==> config.mk <==
export PLATFORM = sky130hd
export DESIGN_NAME = fetch_unit
export DESIGN_NICKNAME = d
export VERILOG_FILES = /design/src/rtl/cpu_types_pkg.sv /design/src/rtl/if_id_latch.sv /design/src/rtl/fetch_unit.sv
export SDC_FILE = /design/constraint.sdc
export NUM_CORES = 1
export LEC_CHECK = 0
export BUFFER_PORTS_ARGS = -buffer_cell sky130_fd_sc_hd__buf_2
export CAP_MARGIN = 5
export CORE_MARGIN = 1.5
export CORE_UTILIZATION = 41
export DETAILED_ROUTE_END_ITERATION = 8
export PLACE_DENSITY = 0.78
export SYNTH_ARGS = -nofsm -noshare
export SYNTH_HDL_FRONTEND = slang
export SYNTH_HIERARCHICAL = 1
export SYNTH_SLANG_ARGS = --single-unit
==> constraint.sdc <==
create_clock -name CLK -period 3.05 [get_ports CLK]
set_input_delay 0.61 -clock CLK [delete_from_list [all_inputs] [get_ports CLK]]
set_output_delay 0.61 -clock CLK [all_outputs]
set_load 0.005 [all_outputs]
==> src/rtl/cpu_types_pkg.sv <==
// Shared CPU types: word type, fetch FSM states and the bubble encoding.
package cpu_types_pkg;

    localparam int unsigned WORD_W = 32;

    typedef logic [WORD_W-1:0] word_t;

    typedef enum logic [1:0] {
        IDLE,
        FETCH,
        HALT
    } fetch_state_t;

    localparam word_t NOP_INSTR = 32'h0000_0000;

    // Clear the byte offset so every fetch address is word aligned.
    function automatic word_t word_align(input word_t a);
        return a & ~word_t'(3);
    endfunction

endpackage

==> src/rtl/if_id_latch.sv <==
// IF/ID pipeline latch: flush to a bubble, load a fetched word, otherwise hold.
module if_id_latch
    import cpu_types_pkg::*;
(
    input  logic  clk,
    input  logic  rst_n,
    input  logic  load,
    input  logic  flush,
    input  word_t load_instr,
    input  word_t load_pc,
    output word_t instr,
    output word_t pc_out,
    output logic  instr_valid
);

    // Flush wins over load; pc_out keeps its last value across bubbles.
    always_ff @(posedge clk or negedge rst_n) begin
        if (!rst_n) begin
            instr       <= NOP_INSTR;
            pc_out      <= '0;
            instr_valid <= 1'b0;
        end else if (flush) begin
            instr       <= NOP_INSTR;
            instr_valid <= 1'b0;
        end else if (load) begin
            instr       <= load_instr;
            pc_out      <= load_pc;
            instr_valid <= 1'b1;
        end
    end

endmodule

==> src/rtl/fetch_unit.sv <==
// Instruction fetch stage: PC, icache request FSM and IF/ID latch.
// Define FETCH_BUF_EN to add a one-entry buffer that keeps a word hit during a stall.
module fetch_unit
    import cpu_types_pkg::*;
#(
    parameter word_t PC_INIT = 32'h0000_0000
) (
    input  logic  CLK,
    input  logic  nRST,
    input  logic  ihit,
    input  word_t iload,
    output logic  iREN,
    output word_t iaddr,
    input  logic  stall,
    input  logic  redirect,
    input  word_t redirect_pc,
    input  logic  halt,
    output word_t instr,
    output word_t pc_out,
    output word_t pc_plus4,
    output logic  instr_valid
);

    fetch_state_t state, state_nxt;
    word_t        pc, pc_nxt;
    logic         latch_load, latch_flush;
    word_t        load_instr, load_pc;

`ifdef FETCH_BUF_EN
    word_t buf_instr, buf_pc;
    logic  buf_valid;
    logic  buf_capture, buf_drain, buf_clear;

    // One-entry buffer holding a word that arrived while decode was stalled.
    always_ff @(posedge CLK or negedge nRST) begin
        if (!nRST) begin
            buf_instr <= NOP_INSTR;
            buf_pc    <= '0;
            buf_valid <= 1'b0;
        end else if (buf_clear || buf_drain) begin
            buf_valid <= 1'b0;
        end else if (buf_capture) begin
            buf_instr <= iload;
            buf_pc    <= pc;
            buf_valid <= 1'b1;
        end
    end
`endif

    always_ff @(posedge CLK or negedge nRST) begin
        if (!nRST) state <= IDLE;
        else       state <= state_nxt;
    end

    always_comb begin
        state_nxt = state;
        unique case (state)
            IDLE:    state_nxt = FETCH;
            FETCH:   if (!redirect && !stall && halt) state_nxt = HALT;
            HALT:    if (redirect) state_nxt = FETCH;
            default: state_nxt = IDLE;
        endcase
    end

    // Priority: redirect > stall > halt > (buffered word) > ihit.
    always_comb begin
        iREN        = 1'b0;
        latch_load  = 1'b0;
        latch_flush = 1'b0;
        load_instr  = iload;
        load_pc     = pc;
        pc_nxt      = pc;
`ifdef FETCH_BUF_EN
        buf_capture = 1'b0;
        buf_drain   = 1'b0;
        buf_clear   = 1'b0;
        iREN        = (state == FETCH) && !buf_valid;
`else
        iREN        = (state == FETCH);
`endif
        if (redirect) begin
            pc_nxt      = word_align(redirect_pc);
            latch_flush = 1'b1;
`ifdef FETCH_BUF_EN
            buf_clear   = 1'b1;
`endif
        end else if (state == FETCH) begin
            if (stall) begin
`ifdef FETCH_BUF_EN
                if (ihit && !buf_valid) begin
                    buf_capture = 1'b1;
                    pc_nxt      = pc + 32'd4;
                end
`endif
            end else if (halt) begin
                latch_flush = 1'b1;
`ifdef FETCH_BUF_EN
            end else if (buf_valid) begin
                latch_load = 1'b1;
                load_instr = buf_instr;
                load_pc    = buf_pc;
                buf_drain  = 1'b1;
`endif
            end else if (ihit) begin
                latch_load = 1'b1;
                pc_nxt     = pc + 32'd4;
            end else begin
                latch_flush = 1'b1;
            end
        end
    end

    always_ff @(posedge CLK or negedge nRST) begin
        if (!nRST) pc <= PC_INIT;
        else       pc <= pc_nxt;
    end

    assign iaddr    = word_align(pc);
    assign pc_plus4 = pc_out + 32'd4;

    if_id_latch u_if_id_latch (
        .clk         (CLK),
        .rst_n       (nRST),
        .load        (latch_load),
        .flush       (latch_flush),
        .load_instr  (load_instr),
        .load_pc     (load_pc),
        .instr       (instr),
        .pc_out      (pc_out),
        .instr_valid (instr_valid)
    );

endmodule

# Yosys cells after proc, flatten, opt, wreduce, memory -nomap -nowiden
# Cells that the tools add are included.
# classes
n_addsub	2
mul	0
n_div	0
magnitude_cmp	0
eq_ne	6
shifts	0
muxes	22
bitwise	1
n_reduce_logical	11
# ops
operator	n
2-to-1 mux 32 bit	7
adder 32 x 3 -> 32 bit (second input constant)	2
2-to-1 mux 1 bit	12
one-hot mux 2 bit (3 select lines)	1
nonzero test 2 bit	3
2-to-1 mux 2 bit	2
inequality test 2 x 1 -> 1 bit (second input constant)	2
inequality test 2 bit (second input constant)	2
AND reduction 2 bit	2
AND reduction 4 bit	1
== test 2 x 1 -> 1 bit (second input constant)	1
== test 2 bit (second input constant)	1
logical AND 1 bit	2
zero test 1 bit	2
zero test 2 bit	1
inverter 1 bit	1
# totals
ff_bits	99
latch_bits	0
ram_bits	0
mem_bits_ro	0
in_bits	70
memories	0

# Longest topological paths before layout
# Gate-level depths: netlist (run 1).
# depth
ltp_word	7
ltp_mapped	9
depth_no_buf	5

# Modules after synthesis
# The synthesis (run 1) kept the hierarchy.
# modules_own_cells
mod	n_inst	cells_each	area_each_um2	seq_area_each_um2
if_id_latch	1	176	2648.8	1626.6
fetch_unit	1	316	2617.5	800.8

# Worst setup path after synthesis (run 1)
# Ideal clock, no wire load.
# synth_timing
kind	in2reg
start	input redirect
end	register u_if_id_latch.pc_out[10]
setup_time_ns	0.125
arrival_time_ns	2.334
required_ns	2.925
slack_ns	0.591
cell_stages	9
path_buffers	6
cell_sequence	clkbuf_1 clkbuf_1 buf_1 nor2_1 buf_6 nor2b_4 buf_6 buf_6 mux2_4
# synth_rtl
element	line	source
from (decl)	fetch_unit.sv:15	input logic redirect,
2-to-1 mux 1 bit	fetch_unit.sv:81	if (redirect) begin
named net latch_load	fetch_unit.sv:26	logic latch_load, latch_flush;
AND reduction 2 bit (no line)	n/a	
to (signal assigned)	if_id_latch.sv:27	pc_out <= load_pc;
to (decl)	if_id_latch.sv:12	output word_t pc_out,
# The timed path passes the listed nets, and every way through them passes these cells.
# A chain may end at the register's enable or synchronous reset.

# Final worst setup path (run 1)
# layout_timing
start	register u_if_id_latch.pc_out[7]
end	output pc_plus4[25]
# layout_via
elab_chain_cells	1
# layout_rtl
element	line	source
adder 32 x 3 -> 32 bit	fetch_unit.sv:119	assign pc_plus4 = pc_out + 32'd4;
to (decl)	fetch_unit.sv:20	output word_t pc_plus4,
# No other way between the ends.

==> flow_metrics.tcl, run 1 <==
set metrics [dict create \
    cts_tree "yes" \
    rows 41 \
    syn-cell-area_um2 5270 \
    finalCriticalPeriod_ns 2.78 \
    ys_seq_area_share_pct 46.1 \
    gp_congestion 0.877 \
    dpl.hpwl_um 10600 \
    finalPower_mw 3.82 \
    initial_utilization_pct 41.9 \
    drv_cap 0 \
    drtPass1Iterations 4 \
    clock_sinks 97 \
    clockBufferDepth 2 \
    worstSetupStartpointType "flip-flop" \
    cts_buffers 9 \
    rsz0062_at_grt "false" \
    route.detailed.drc 0 \
    clk_latency_ns 0.35 \
    wl_um 14300 \
    dieArea_um2 13500 \
    gr-total-overflow 0 \
    grt_max_degree 54 \
    pin_count 200 \
    synth_top_area_share_pct 46.1 \
    antenna_found_initial 1 \
    port-buffer-count 195 \
    synth_edf_count 0 \
    hold_viol_final 0 \
    cp-startpoint "u_if_id_latch/pc_out[7]" \
    first_global_vias 4134 \
    core_area_um2 12600 \
    die_y_um 116 \
    dpl_worst_slack_ns 0.533 \
    finalSetupViolations 0 \
    place_area_um2 6380 \
    first_iter_violations 375 \
    ant_nets 0 \
    die_x_um 116 \
    viasPerCell 5.31 \
    ys.flop_type "dfrtp_1" \
    clock_skew_ns 0.0119 \
    synthArstFlopShare_pct 100 \
    end_kind "output port" \
    n_fill_cell 1086 \
    final.setup.tns_ns 0 \
    final_common_cell "buf_2" \
    fin_util_pct 53.2 \
    clkTransAtPathRegs_ns 0.06 \
    ys_types 54 \
    drive_gt1_share_pct 38.7 \
    cts-resized-gates 0 \
    rr_startpoint "state[1]" \
    fin_ws_ns 0.274 \
    syn_avg_cell_area_um2 10.7 \
    critical_path_class "reg -> out" \
    worst_pin_slew_ns 0.563 \
    post_cts_buffers 0 \
    grt_pass1_wl_um 21400 \
    p_leak_nw 3.15 \
    wl_per_cell_um 16.7 \
    path_max_fanout 9 \
    ys_warn_count 6 \
    status "completed" \
    yosys-top-cells-area "dfrtp_1, mux2_4, mux2i_1, xnor2_1, nor2_1" \
    finalInstanceArea_um2 6690 \
    maxSlewHeadroom_pct 62.5 \
    power_density_nw_per_um2 572 \
    nNetsFinal 755 \
    vias 4569 \
    ys_ff_latch 97 \
    fmax_ghz 0.360 \
    ir_worst_vdd_mv 0.252 \
    min_period_over_period_pct 91.0 \
    arrival_ns 2.17 \
    htree_levels 3 \
    area_growth_pct 27.0 \
    slew_violations 0 \
    track_usage_pct 20.7 \
    final_cell_mix "buf_2, dfrtp_1, nor2_1, mux2i_1, nand3_1" \
    cts-root-buf "clkbuf_16" \
    yosysTopAreaCell "dfrtp_1" \
    ctsHoldBuffers 0 \
    cp.required_ns 2.44 \
    min-delay-path-class "in -> async" \
    syn_inst 492 \
]
## sequential cells by signal, indices dropped and copies added (netlist names)
signal                     count
load_pc                       30
state                          2
u_if_id_latch/pc_out          32
u_if_id_latch/instr_valid      1
u_if_id_latch/instr           32
## cells in the mapped netlist (11+ instances only)
| cell | n |
|---|---|
| and3_1 | 11 |
| nand2_1 | 30 |
| a31oi_1 | 14 |
| xnor2_1 | 25 |
| or4_1 | 13 |
| nand3_1 | 32 |
| dfrtp_1 | 97 |
| mux2i_1 | 33 |
| o21ai_0 | 16 |
| mux2_4 | 30 |
| nand4_1 | 19 |
| nor2_1 | 58 |
## final cells by class
class	instances	area, µm²	share of cell area [%]
Multi-Input combinational cell	366	2650	39.7
Sequential cell	97	2430	36.3
Timing Repair Buffer	205	1070	15.9
Clock buffer	14	274	4.10
Tap cell	172	215	3.22
Clock inverter	2	35.0	0.524
Inverter	4	15.0	0.225
Antenna cell	1	2.50	0.0374
## layer usage
layer,GRT usage [%],share of wire [%],vias to the layer above
met5,0,0,-
met4,7.97,1.9,0
met3,5.24,6.3,22
met2,34.4,47,185
met1,26.0,44,2195
li1,-,-,2167
## logic make-up (layout without fill, tap and decap cells)
family | after synthesis | count (layout) | share of synthesized area [%]
AO/OA/AOI/OAI | 53 | 53 | 6.51
buffers and inverters | 32 | 225 | 3.97
other | 1 | 5 | 0.0712
XOR/XNOR | 35 | 35 | 5.82
multiplexers | 66 | 66 | 15.5
adder cells (fa/ha/maj) | 2 | 2 | 0.475
flip-flops | 97 | 97 | 46.1
AND/OR/NAND/NOR | 206 | 206 | 21.6
## per-stage QoR
stage | hold WS (ns) | instances
6_report | 0.247 | 861
5_1_grt | 0.289 | 861
4_1_cts | 0.261 | 860
3_5_place_dp | 0.483 | 844
3_3_place_gp | 0.487 | 844
2_1_floorplan | 0.314 | 495
## where the power goes
| group | switching [mW] | total [mW] | leakage, nW | internal [mW] |
|---|---|---|---|---|
| logic | 0.363 | 0.889 | 1.77 | 0.526 |
| registers | 0.299 | 1.75 | 1.23 | 1.46 |
| clock network | 0.477 | 1.18 | 0.153 | 0.703 |
## final timing paths
check / to / slack [ns] / depth (start not counted)
min in group CLK: load_pc[7] / 0.47 / 3
worst max-delay path: pc_plus4[25] / 0.27 / 6
max in group asynchronous: u_if_id_latch/pc_out[24] / 2.08 / 2
worst max register to register: u_if_id_latch/pc_out[31] / 0.87 / 7
worst min-delay path: u_if_id_latch/instr[22] / 0.25 / 1
worst min register to register: u_if_id_latch/instr_valid / 0.50 / 2
## worst max-delay path: stages, from the launching register on
cell     delay (ns)
dfrtp_1        0.48
nand4_1        0.30
nor4_4         0.29
buf_4          0.24
nand4_1        0.15
xnor2_1        0.21
buf_2          0.14
Note: power is estimated with default switching activity, not from simulation.
==> run 2: changes to the inputs <==
--- a/config.mk
+++ b/config.mk
@@ -7,10 +7,11 @@
 export LEC_CHECK = 0
 export BUFFER_PORTS_ARGS = -buffer_cell sky130_fd_sc_hd__buf_2
 export CAP_MARGIN = 5
+export CORE_ASPECT_RATIO = 1.75
 export CORE_MARGIN = 1.5
-export CORE_UTILIZATION = 41
+export CORE_UTILIZATION = 54
 export DETAILED_ROUTE_END_ITERATION = 8
-export PLACE_DENSITY = 0.78
+export PLACE_DENSITY = 0.95
 export SYNTH_ARGS = -nofsm -noshare
 export SYNTH_HDL_FRONTEND = slang
 export SYNTH_HIERARCHICAL = 1
==> run 2 against run 1 <==
  * Global-route usage grew 7.8 points
  * Sequential power is essentially flat
  * Setup slack gained 0.0040 ns
  * Largest cell class unchanged
  * Highest routed layer unchanged
==> flow_metrics.tcl, run 2 (synthesis results as in run 1) <==
set metrics [dict create \
    drv_cap 0 \
    worstSetupPathDepth 6 \
    worst_pin_slew_ns 0.678 \
    rsz0062_at_grt "false" \
    vias 4827 \
    clock_sinks 97 \
    slew_violations 0 \
    cts-root-buf "clkbuf_16" \
    port-buffer-count 195 \
    wl_um 14700 \
    fmax_ghz 0.361 \
    clock_skew_ns 0.0108 \
    worst_path_most_repeated_cell "nand4_1" \
    status "completed" \
    timing.critical_path.cells "nand4_1 -> nor4_4 -> buf_12 -> nand4_1 -> xnor2_1 -> buf_2" \
    ir_worst_vdd_mv 0.367 \
    crit_family "simple AND/OR/NAND/NOR gates" \
    worst_path_max_delay_cell "dfrtp_1" \
    placedCellCount 793 \
    seqPwrFrac_pct 44.9 \
    min-delay-path-class "in -> async" \
    grt_max_degree 52 \
    dieArea_um2 10400 \
    wl_per_cell_um 18.1 \
    power_switching_mw 1.16 \
    rows 47 \
    final_cell_mix "buf_2, dfrtp_1, nor2_1, mux2i_1, nand3_1" \
    fin_util_pct 70.3 \
    core_area_um2 9470 \
    finalSetupViolations 0 \
    gp_congestion 0.901 \
    first_global_vias 4822 \
    post_cts_buffers 0 \
    area_growth_pct 26.5 \
    end_kind "output port" \
    final_common_cell "buf_2" \
    htree_levels 3 \
    route.detailed.drc 0 \
    clockBufferDepth 2 \
    die_y_um 134 \
    ctsHoldBuffers 0 \
    pin_count 200 \
    grt_pass1_wl_um 23300 \
    grt-busiest-layer "met2" \
    cpPeakStageDelay_ns 0.48 \
    nNetsFinal 755 \
    track_usage_pct 28.5 \
    crit_buf_inv 2 \
    clk_latency_ns 0.34 \
    maxSlewHeadroom_pct 54.8 \
    power_density_nw_per_um2 584 \
    internal_power_mw 2.73 \
    p_sw_share_pct 29.8 \
    min_period_over_period_pct 90.9 \
    worstSetupStartpointType "flip-flop" \
    final.setup.tns_ns 0 \
    critical_path_class "reg -> out" \
    cts_tree "yes" \
    drive_gt1_share_pct 38.8 \
    pwr-share-comb_pct 23.6 \
    initial_utilization_pct 55.6 \
    path_max_fanout 9 \
    grt_use_met1_pct 31.9 \
    cts_buffers 9 \
    r2r_slack_ns 0.88 \
    die_x_um 77.7 \
    p_leak_nw 3.16 \
    gr-total-overflow 0 \
    cp.required_ns 2.44 \
    drtPass1Iterations 5 \
    grt_use_met3_pct 4.04 \
    clkTransAtPathRegs_ns 0.07 \
    antenna_found_initial 2 \
    clkPwrFrac_pct 31.5 \
    viasPerCell 5.94 \
    met2_usage_pct 49.9 \
    hold_viol_final 0 \
    arrival_ns 2.16 \
    ant_nets 0 \
    finalCriticalPeriod_ns 2.77 \
    final_cells 812 \
    cts-resized-gates 0 \
    reg2reg_depth 4 \
    first_iter_violations 239 \
    dpl.hpwl_um 11200 \
]
-- run 2: metal layers --
layer  part of all wire (%)  up-vias
met1                     36     2333
met2                     54      261
met3                    5.0       63
met4                    4.9        0
li1                       -     2170
met5                      0        -
-- run 2: through the flow --
step	power, mW	setup slack [ns]	instance area, µm²	hold slack (ns)
3_3_place_gp	2.61	0.548	6310	0.479
3_5_place_dp	2.68	0.460	6310	0.478
2_1_floorplan	2.17	0.591	5280	0.314
6_report	3.89	0.278	6660	0.309
4_1_cts	3.90	0.0883	6640	0.321
5_1_grt	4.06	0.0626	6660	0.362
-- run 2: path summary, 6_finish.rpt --
path	start	to
max	u_if_id_latch/pc_out[7]	pc_plus4[25]
min	nRST	u_if_id_latch/instr[24]
max reg2reg	load_pc[5]	load_pc[16]
min reg2reg	u_if_id_latch/instr_valid	u_if_id_latch/instr_valid
max in group asynchronous	nRST	u_if_id_latch/instr[14]
min in group CLK	redirect_pc[7]	load_pc[7]
-- run 2: cell type report --
class                   instances  area, µm²
diodes                          2       5.00
clock buffers                  11        243
clock inverters                 5       86.3
fillers                       675       2810
inverters                       4       15.0
multi-input cells             366       2650
flip-flops and latches         97       2430
well taps                     122        153
repair buffers                205       1080
-- run 2: power groups by stage --
| stage | clock [mW] | sequential (mW) | combinational, mW |
|---|---|---|---|
| 2_1_floorplan | 0 | 1.70 | 0.467 |
| 3_5_place_dp | 0 | 1.76 | 0.914 |
| 6_report | 1.22 | 1.75 | 0.918 |
| 5_1_grt | 1.30 | 1.77 | 0.983 |
| 4_1_cts | 1.24 | 1.74 | 0.918 |
| 3_3_place_gp | 0 | 1.74 | 0.868 |
==> run 3: changes to the inputs <==
--- a/config.mk
+++ b/config.mk
@@ -5,12 +5,14 @@
 export SDC_FILE = /design/constraint.sdc
 export NUM_CORES = 1
 export LEC_CHECK = 0
+export ABC_AREA = 1
 export BUFFER_PORTS_ARGS = -buffer_cell sky130_fd_sc_hd__buf_2
 export CAP_MARGIN = 5
 export CORE_ASPECT_RATIO = 1.75
 export CORE_MARGIN = 1.5
 export CORE_UTILIZATION = 54
 export DETAILED_ROUTE_END_ITERATION = 8
+export GPL_TIMING_DRIVEN = 0
 export PLACE_DENSITY = 0.95
 export SYNTH_ARGS = -nofsm -noshare
 export SYNTH_HDL_FRONTEND = slang
==> run 3 against run 2 <==
  * Sequential power up 9%
  * Critical endpoint is now pc_plus4[31]
  * Sequential share of layout area down 1.6 points
  * Worst hold slack worse by 0.072 ns
  * Fmax up 4.4%
  * Critical path type unchanged
  * Clock power down 4%
  * Critical path depth up 2
  * Synthesized area up 4.2%
  * Global-route usage up 2.6 points
  * Combinational power up 35%
==> flow_metrics.tcl, run 3 <==
set metrics [dict create \
    status "completed" \
    ys_seq_area_share_pct 44.2 \
    min-delay-path-class "in -> async" \
    yosysTopAreaCell "dfrtp_1" \
    finalSetupViolations 0 \
    synth_compound_area_share_pct 5.15 \
    vias 5870 \
    htree_levels 3 \
    rsz0062_at_grt "false" \
    slew_violations 0 \
    ys_ff_latch 97 \
    first_iter_violations 344 \
    path_max_fanout 6 \
    critical_path_class "reg -> out" \
    die_x_um 79.2 \
    p_leak_nw 3.86 \
    yosys.area_share.simple_pct 38.6 \
    synthMuxAreaShare_pct 0 \
    drt-met1-wl_um 5840 \
    route.detailed.drc 0 \
    drive_gt1_share_pct 27.5 \
    gp_congestion 0.958 \
    final_common_cell "nand2_1" \
    final.setup.tns_ns 0 \
    die_y_um 136 \
    clock_skew_ns 0.00810 \
    drtPass1Iterations 6 \
    power_density_nw_per_um2 618 \
    yosys-top-cells-area "dfrtp_1, nand2_1, nand3_1, nor2_1, xor2_1" \
    synth_top_family_by_area "simple AND/OR/NAND/NOR gates" \
    synth_edf_count 0 \
    core_area_um2 9850 \
    pin_count 200 \
    post_cts_buffers 0 \
    finalCriticalPeriod_ns 2.66 \
    nNetsFinal 1023 \
    cp.required_ns 2.44 \
    synth_xor_area_share_pct 5.59 \
    rows 48 \
    dr_wl_met3_um 968 \
    min_period_over_period_pct 87.1 \
    clock_sinks 97 \
    grt_max_degree 62 \
    yosysMostFrequentCell "nand2_1" \
    finalInstanceArea_um2 6970 \
    dieArea_um2 10800 \
    wl_per_cell_um 15.4 \
    yosys-top-cells-count "nand2_1, nand3_1, dfrtp_1" \
    place_area_um2 6660 \
    ys_types 33 \
    synth_top_area_share_pct 44.2 \
    area_growth_pct 27.0 \
    end_kind "output port" \
    final_cell_mix "nand2_1, buf_2, nand3_1, dfrtp_1, nor2_1" \
    wl_um 16600 \
    syn_inst 742 \
    grt_pass1_wl_um 26000 \
    cts-resized-gates 0 \
    worst_pin_slew_ns 0.808 \
    maxSlewHeadroom_pct 45.7 \
    drv_cap 0 \
    cts-root-buf "clkbuf_16" \
    hold_viol_final 0 \
    gr-total-overflow 0 \
    clk_latency_ns 0.34 \
    ir_worst_vdd_mv 0.479 \
    dr.max_layer_used "met4" \
    dpl.hpwl_um 12900 \
    ys_warn_count 6 \
    ys.flop_type "dfrtp_1" \
    hold_slack_ns 0.238 \
    worstSetupStartpointType "flip-flop" \
    ant_nets 0 \
    cts_tree "yes" \
    clkTransAtPathRegs_ns 0.07 \
    track_usage_pct 31.1 \
    ctsHoldBuffers 0 \
    syn_avg_cell_area_um2 7.40 \
    initial_utilization_pct 55.7 \
    synth_adder_area_share_pct 0.456 \
    clockBufferDepth 2 \
    arrival_ns 2.05 \
    synthArstFlopShare_pct 100 \
    antenna_found_initial 0 \
    port-buffer-count 194 \
    first_global_vias 5613 \
    dr_wl_met2_um 8750 \
    viasPerCell 5.43 \
    syn-cell-area_um2 5490 \
    fmax_ghz 0.377 \
    cts_buffers 9 \
]
==> run 3: worst max-delay path, cell delays in order (launching register included) <==
cell	delay [ns]
dfrtp_1	0.46
nand3_1	0.24
nor2_1	0.30
nand3_1	0.24
inv_1	0.13
nand2_1	0.06
nand2_1	0.07
nand2_1	0.05
buf_2	0.14
==> run 3: layout make-up <==
class	instances	area, µm²
Fill cell	805	2880
Multi-Input combinational cell	575	2750
Sequential cell	97	2430
Timing Repair Buffer	195	1000
Clock buffer	10	239
Buffer	32	168
Tap cell	125	156
Inverter	41	154
Clock inverter	6	70.1
Antenna cell	1	2.50
==> run 3: final timing paths <==
check	start	to	slack, ns	cells past startpoint
max in group asynchronous	nRST	u_if_id_latch/instr_valid	2.14	2
worst max-delay path	u_if_id_latch/pc_out[4]	pc_plus4[31]	0.39	8
worst min register to register	u_if_id_latch/instr[27]	u_if_id_latch/instr[27]	0.47	2
min in group CLK	u_if_id_latch/instr[27]	u_if_id_latch/instr[27]	0.47	2
worst min-delay path	nRST	load_pc[3]	0.24	1
worst max register to register	state[1]	u_if_id_latch/pc_out[4]	0.77	8
==> run 3: cells by family after synthesis <==
| family | Yosys count |
|---|---|
| AO/OA/AOI/OAI | 44 |
| XOR/XNOR | 35 |
| adder cells (fa/ha/maj) | 2 |
| buffers and inverters | 73 |
| flip-flops | 97 |
| other | 1 |
| AND/OR/NAND/NOR | 490 |
==> run 3: metrics by stage <==
step / cells / setup slack (ns) / util, % / total power [mW]
after global placement: 1064 / 0.417 / 67.3 / 3.08
after global routing: 1081 / 0.266 / 70.7 / 4.54
final: 1082 / 0.394 / 70.7 / 4.31
after floorplan: 745 / 1.07 / - / 2.46
after CTS: 1081 / 0.415 / 70.7 / 4.31
after detailed placement: 1065 / 0.544 / 67.6 / 3.14
==> run 3: power by group <==
part / internal, mW / total (mW) / switching (mW)
logic: 0.580 / 1.24 / 0.661
clock network: 0.669 / 1.17 / 0.498
registers: 1.52 / 1.90 / 0.378
total: 2.77 / 4.31 / 1.54
==> run 3: routing by layer <==
layer / vias up / global-route usage, %
met1: 2676 / 35.3
met5: - / 0
met3: 83 / 3.76
li1: 2823 / -
met2: 288 / 53.0
met4: 0 / 22.4
